`src/rtl/counter_pkg.sv`:
```
// -----------------------------------------------------------------------------
// counter_pkg
// Shared definitions for param_counter and its tick generator.
//   DIR_UP / DIR_DOWN : encodings of the up_dn input.
//   div_width()       : width of the clock-enable divider counter.
// -----------------------------------------------------------------------------
package counter_pkg;

  localparam logic DIR_UP   = 1'b1;
  localparam logic DIR_DOWN = 1'b0;

  // Divider counter width. Never narrower than one bit, so CLK_DIV=1
  // still gets a legal register.
  function automatic int div_width(input int clk_div);
    int w;
    w = $clog2(clk_div);
    return (w < 1) ? 1 : w;
  endfunction

endpackage : counter_pkg

```
`src/rtl/tick_gen.sv`:
```
// -----------------------------------------------------------------------------
// tick_gen
// Clock-enable divider for param_counter. Counts 0..CLK_DIV-1 while en is
// high and raises advance during the last count of each period.
//   clk     : system clock
//   rst_n   : synchronous active-low reset
//   en      : divider enable; when low the divider phase holds
//   clear   : synchronous restart of the divider (driven by load)
//   advance : combinational strobe, high for one enabled cycle per period
// -----------------------------------------------------------------------------
module tick_gen
  import counter_pkg::*;
#(
  parameter int CLK_DIV = 10
) (
  input  logic clk,
  input  logic rst_n,
  input  logic en,
  input  logic clear,
  output logic advance
);

  localparam int            DW       = div_width(CLK_DIV);
  localparam logic [DW-1:0] DIV_LAST = DW'(CLK_DIV - 1);

  logic [DW-1:0] div_cnt_q;
  logic [DW-1:0] div_cnt_d;

  assign advance = en && (div_cnt_q == DIV_LAST);

  // NOTE: combinational blocks use blocking assignments and give every output
  // a default first, so no path leaves a signal unassigned and no latch forms.
  always_comb begin
    div_cnt_d = div_cnt_q;
    if (clear || advance) begin
      div_cnt_d = '0;
    end else if (en) begin
      div_cnt_d = div_cnt_q + DW'(1);
    end
  end

  // NOTE: reset here is synchronous -- it is only looked at on the clock edge,
  // and registers use non-blocking assignments.
  always_ff @(posedge clk) begin
    if (!rst_n) begin
      div_cnt_q <= '0;
    end else begin
      div_cnt_q <= div_cnt_d;
    end
  end

endmodule : tick_gen

```
`src/rtl/param_counter.sv`:
```
// -----------------------------------------------------------------------------
// param_counter
// Modulo-(MAX_COUNT+1) counter advanced by a clock-enable tick every CLK_DIV
// enabled cycles. Supports synchronous load with clamping, direction control
// and a terminal-count pulse.
//
// Build option: define COUNTER_UPDOWN_EN to honour up_dn. Without it the
// counter counts up only and up_dn is accepted but ignored.
//
// Ports:
//   MAX10_CLK1_50 : 50 MHz system clock
//   KEY[0]        : synchronous active-low reset
//   KEY[1]        : active-low level-sensitive load
//   en            : count enable (divider and count hold when low)
//   up_dn         : 1 = up, 0 = down
//   load_value    : value loaded (clamped to MAX_COUNT)
//   count         : registered count
//   tick          : registered one-cycle pulse on each advance
//   tc            : registered one-cycle pulse on each wrap
// -----------------------------------------------------------------------------
module param_counter
  import counter_pkg::*;
#(
  parameter int WIDTH     = 10,
  parameter int MAX_COUNT = 2**WIDTH - 1,
  parameter int CLK_DIV   = 10
) (
  input  logic             MAX10_CLK1_50,
  input  logic [1:0]       KEY,
  input  logic             en,
  input  logic             up_dn,
  input  logic [WIDTH-1:0] load_value,
  output logic [WIDTH-1:0] count,
  output logic             tick,
  output logic             tc
);

  localparam logic [WIDTH-1:0] MAX_C = WIDTH'(MAX_COUNT);

  logic clk;
  logic rst_n;
  logic load_n;
  logic advance;

  logic [WIDTH-1:0] count_q, count_d;
  logic             tick_q,  tick_d;
  logic             tc_q,    tc_d;

  assign clk    = MAX10_CLK1_50;
  assign rst_n  = KEY[0];
  assign load_n = KEY[1];

  tick_gen #(
    .CLK_DIV (CLK_DIV)
  ) u_tick_gen (
    .clk     (clk),
    .rst_n   (rst_n),
    .en      (en),
    .clear   (!load_n),
    .advance (advance)
  );

`ifndef COUNTER_UPDOWN_EN
  // Kept only so the port list is identical in both builds.
  logic unused_up_dn;
  assign unused_up_dn = up_dn;
`endif

  always_comb begin
    count_d = count_q;
    tick_d  = 1'b0;
    tc_d    = 1'b0;
    if (!load_n) begin
      // Load overrides any advance in the same cycle.
      count_d = (load_value > MAX_C) ? MAX_C : load_value;
    end else if (advance) begin
      tick_d = 1'b1;
`ifdef COUNTER_UPDOWN_EN
      if (up_dn == DIR_DOWN) begin
        if (count_q == '0) begin
          count_d = MAX_C;
          tc_d    = 1'b1;
        end else begin
          count_d = count_q - WIDTH'(1);
        end
      end else
`endif
      begin
        if (count_q == MAX_C) begin
          count_d = '0;
          tc_d    = 1'b1;
        end else begin
          count_d = count_q + WIDTH'(1);
        end
      end
    end
  end

  always_ff @(posedge clk) begin
    if (!rst_n) begin
      count_q <= '0;
      tick_q  <= 1'b0;
      tc_q    <= 1'b0;
    end else begin
      count_q <= count_d;
      tick_q  <= tick_d;
      tc_q    <= tc_d;
    end
  end

  assign count = count_q;
  assign tick  = tick_q;
  assign tc    = tc_q;

endmodule : param_counter

```
`config.mk`:
```
export PLATFORM = sky130hd
export DESIGN_NAME = param_counter
export DESIGN_NICKNAME = d
export VERILOG_FILES = /design/src/rtl/counter_pkg.sv /design/src/rtl/tick_gen.sv /design/src/rtl/param_counter.sv
export SDC_FILE = /design/constraint.sdc
export NUM_CORES = 1
export LEC_CHECK = 0
export ABC_AREA = 1
export BUFFER_PORTS_ARGS = -buffer_cell sky130_fd_sc_hd__buf_4
export CAP_MARGIN = 20
export CORE_MARGIN = 4
export CORE_UTILIZATION = 45
export DETAILED_ROUTE_END_ITERATION = 12
export HOLD_SLACK_MARGIN = 0.03
export PLACE_DENSITY = 0.71
export SKIP_CTS_REPAIR_TIMING = 1
export SYNTH_ARGS = -nofsm -noshare
export SYNTH_HDL_FRONTEND = slang
export SYNTH_SLANG_ARGS = --single-unit
export TNS_END_PERCENT = 20
```
`constraint.sdc`:
```
create_clock -name MAX10_CLK1_50 -period 1.7 [get_ports MAX10_CLK1_50]
set_input_delay 0.17 -clock MAX10_CLK1_50 [delete_from_list [all_inputs] [get_ports MAX10_CLK1_50]]
set_output_delay 0.17 -clock MAX10_CLK1_50 [all_outputs]
set_load 0.1 [all_outputs]
```
==> Yosys cells after proc, flatten, opt, wreduce, memory -nomap -nowiden <==
Index checks and enable logic that the tools add are counted.
{ "word_totals": {"elab_cells": 23, "out_inout_bits": 12, "register_bits": 16, "in_bits": 15} }
{ "op_classes": {"muxes": 6, "n_bitwise": 1, "n_eq_ne": 3, "add_sub_neg": 2, "reduce_logical": 6, "n_lt_le_gt_ge": 1} }
{ "op_table": {"columns": ["operator", "count"], "rows": [
  ["$mux W10", 4],
  ["$add A10 B1 Y10 const B", 1],
  ["$eq A10 B10 Y1 const B", 1],
  ["$gt A10 B10 Y1 const B", 1],
  ["$add A4 B1 Y4 const B", 1],
  ["$eq A4 B4 Y1 const B", 1],
  ["$reduce_and A3 Y1", 1],
  ["$mux W1", 2],
  ["$ne A2 B1 Y1 const B", 1],
  ["$reduce_and A2 Y1", 1],
  ["$reduce_or A2 Y1", 1],
  ["$logic_and A1 B1 Y1", 1],
  ["$logic_not A1 Y1", 1],
  ["$logic_or A1 B1 Y1", 1],
  ["$not A1 Y1", 1]
]} }

==> Longest topological paths before layout <==
{ "logic_depth": {"depth_word": 4, "depth_mapped": 8, "mapped_depth_nobuf": 8} }

==> Hierarchy <==
A second synthesis with hierarchy kept.
{ "unflattened": {"hier_cells": 135, "hier_area_um2": 937.1} }
{ "by_module_without_submodules": {"columns": ["module", "seq_area_each_um2", "n_inst", "area_each_um2", "cells_per_inst"], "rows": [
  ["param_counter", 240.2, 1, 721.9, 105],
  ["tick_gen", 80.1, 1, 215.2, 30]
]} }

==> Worst setup path after synthesis <==
OpenSTA, ideal clock, no wires.
{ "synth_timing": {"path_kind": "register to register", "start": "reg count_q[0] (netlist: count[0])", "end": "reg count_q[0] (netlist: count[0])", "path_slack_ns": -0.492, "path_stages_with_launch": 9, "path_buffers": 0, "synth_period_minus_slack_ns": 2.192, "required_ns": 1.584, "setup_ns": 0.116, "t_arrival_ns": 2.077, "path_cell_list": "dfxtp_1 -> ha_1 -> nand2_1 -> nor2_4 -> nand4_2 -> nand2_2 -> o21ai_1 -> nand2_1 -> nand2_1"} }
{ "synth_between": {"elab_chain_len": 4, "elab_cells_between_ends": 5, "classes_between": "add/sub: 1; eq/ne: 1; mux: 3"} }
{ "synth_lines": {"columns": ["item", "line", "text"], "rows": [
  ["from (decl)", "param_counter.sv:45", "logic [WIDTH-1:0] count_q, count_d;"],
  ["from (signal assigned)", "param_counter.sv:105", "count_q <= count_d;"],
  ["$add A10 B1 Y10 or $eq A10 B10 Y1 (tied branches)", "param_counter.sv:93, param_counter.sv:89", null],
  ["$mux W10 (*)", "param_counter.sv:89", "if (count_q == MAX_C) begin"],
  ["$mux W10 (*)", "param_counter.sv:76", "end else if (advance) begin"],
  ["$mux W10 (*)", "param_counter.sv:73", "if (!load_n) begin"]
]} }
Mark *: on every way between the ends. The rest lies on a longest branch, timed or not. The select of a mux whose other input is x is not followed.
A chain may end at the register's enable or synchronous reset.

==> Worst setup path in the final report <==
{ "layout_timing": {"start": "reg u_tick_gen.div_cnt_q[1]", "end": "reg count_q[3] (netlist: count[3])"} }
{ "layout_between": {"elab_chain_len": 3} }
{ "layout_lines": {"columns": ["item", "line", "text"], "rows": [
  ["from (decl)", "tick_gen.sv:26", "logic [DW-1:0] div_cnt_q;"],
  ["from (signal assigned)", "tick_gen.sv:48", "div_cnt_q <= div_cnt_d;"],
  ["$eq A4 B4 Y1", "tick_gen.sv:29", "assign advance = en && (div_cnt_q == DIV_LAST);"],
  ["$logic_and A1 B1 Y1", "tick_gen.sv:29", null],
  ["$ne A2 B1 Y1 (no line)", null, null]
]} }
No other way between the ends.

==> reports/metrics.yaml <==
power_and_ir_drop:
  power_density_mw_per_mm2: 718
  vdd_drop_max_mv: 0.488
  power.leakage_nw: 0.540
sta:
  clock.fmax_ghz: 0.666
  clock_skew_ns: 0.0143
  hold_violations: 0
  tightest_slew_ns: 0.279
  period_share: 0.884
  worst_slack_ns: 0.198
  relSlewSlack: 0.815
  setup_tns_ns: 0
  period_needed_ns: 1.50
  rsz0062_at_grt: "false"
  finalMaxSlewViolations: 0
  setup_viol_count_final: 0
critical_path:
  start_kind: "flop"
  cp_slowest_cell: "dfxtp_1"
  crit_top_cell: "inv_1"
  crit_fanout: 7
  cp.required_ns: 1.91
  path_class: "reg2reg"
  critPathMaxStageDelay_ns: 0.37
  cp.arrival_ns: 1.71
  cp_top_family: "simple AND/OR/NAND/NOR gates"
  r2r_slack_ns: 0.20
  endpoint_kind: "flop"
  critPathBufInv: 2
  crit_path_cell_trace: "inv_1 > ha_1 > nand4_4 > nand2_2 > nor2_1 > inv_1 > o21ai_0"
global_route:
  grt_overflow_total: 0
  grt_max_degree: 10
  antenna_found_initial: 0
  grtUsageTotal: 0.176
  grt_pass1_wl_um: 3580
  grt_pass1_vias: 844
worst_hold_path:
  hold_class: "in2reg"
synthesis:
  synth.most_common_cell: "nand2_1"
  syn_area_um2: 903
  yosysTopAreaCell: "dfxtp_1"
  syn_inst: 134
  yosysUniqueCellTypes: 21
  synth_warnings: 0
  synth_fp_nets: 152
  syn_avg_cell_area_um2: 6.74
  synth-edff-count: 0
  async_reset_ff_frac: 0
  netlist.area_leader.share: 0.355
  synth_ff_type: "dfxtp_1"
  synth-seq-cells: 16
  synthTopCellsByArea: "dfxtp_1, nand2_1, inv_1"
  ys_top_cells_by_count: "nand2_1, inv_1, dfxtp_1"
  seq_area_frac_synth: 0.355
route:
  wirelength_um: 2050
  ant_nets: 0
  drt_pre_antenna_iters: 4
  dr.first_iter.drc_count: 16
  drc: 0
  vias: 896
  wl_per_cell_um: 10.9
  vias_per_cell: 4.77
final_layout:
  area_growth_pct: 29.4
  antenna_cells: 0
  drive_gt1_frac: 0.288
  nNetsFinal: 182
clocking:
  clock_sinks: 16
  cts_max_level: 1
  cts_root_buffer: "clkbuf_4"
  cts-buffers-inserted: 3
  clk_pin_slew_ns: 0.11
  cts_tree: "done"
  clockBufferDepth: 2
  clock_latency_ns: 0.30
floorplanning:
  die_area_mm2: 0.00279
  die_w_um: 52.8
  core_area_mm2: 0.00182
  fp.dieH_um: 52.8
  pin_count: 27
  start_util: 0.496
  num_rows: 15
place:
  gp_congestion: 0.848
  dp_slack_ns: 0.217
  dp_hpwl_um: 1620
  numPortBuffers: 25
job:
  drv_cap: 0
outcome:
  status: "finished, final reports clean"
state kept, by name, summed over array words and instances (netlist names):
register and flops:
count 10, tc 1, tick 1, u_tick_gen.div_cnt_q 4
report_power, final:
group          switching, W  leakage (nW)  internal, W
logic              0.000153         0.389    0.0000605
registers         0.0000155         0.135     0.000391
clock network      0.000128        0.0150    0.0000913
through the flow:
stage	hold WS [ns]	cells	power [W]	cell area (um2)	utilization
final	0.0726	188	0.000839	1170	0.642
after global placement	0.381	184	0.000626	1140	0.627
after floorplan	0.272	134	0.000565	921	-
after global routing	0.0899	188	0.000883	1170	0.642
after CTS	0.0717	188	0.000844	1170	0.642
after detailed placement	0.388	184	0.000630	1140	0.627
layout make-up:
cell class	instances	area [um2]
Clock buffer	4	26.3
Fill cell	190	652
Inverter	19	71.3
Multi-Input combinational cell	98	507
Sequential cell	16	338
Tap cell	25	31.3
Timing Repair Buffer	26	195
cell families after synthesis:
logic type,synth area share
DFF,0.355
buffers and inverters,0.0845
AOI/OAI and AO/OA,0.0969
muxes,0.0111
xor gates and xnor gates,0.0291
and+or+nand+nor,0.382
adders and majority gates,0.0416
placed cells by master (no fill, tap or decap), drive strengths merged:
cell	synthesis	final
inv	19	19
nor2	18	18
a21oi	4	4
nand2	41	41
o21ai	11	11
mux2i	1	1
nor3	3	3
nand3	8	8
a31oi	2	2
xor2	3	3
dfxtp	16	16
nand4	4	4
buf	1	26
ha	3	3
clkbuf	0	4
path summary, 6_finish.rpt:
kind,startpoint,to,cells after the start
hold reg to reg,u_tick_gen.div_cnt_q[2],u_tick_gen.div_cnt_q[2],2
setup / recovery,u_tick_gen.div_cnt_q[1],count[3],7
setup reg to reg,u_tick_gen.div_cnt_q[1],count[3],7
hold / removal,KEY[0],count[0],3
per-layer routing:
metal | vias to the layer above | share of wire | global-route usage
li1 | 484 | - | -
met1 | 377 | 0.44 | 0.209
met2 | 30 | 0.46 | 0.295
met3 | 5 | 0.078 | 0.0342
met4 | 0 | 0.020 | 0.0894
met5 | - | 0 | 0
worst reg2reg max path: stages (launching register included):
cell and delay (ns):
dfxtp_1 0.37, inv_1 0.07, ha_1 0.21, nand4_4 0.12, nand2_2 0.12, nor2_1 0.21, inv_1 0.14, o21ai_0 0.18
No activity file was read; power rests on OpenSTA's default activity.
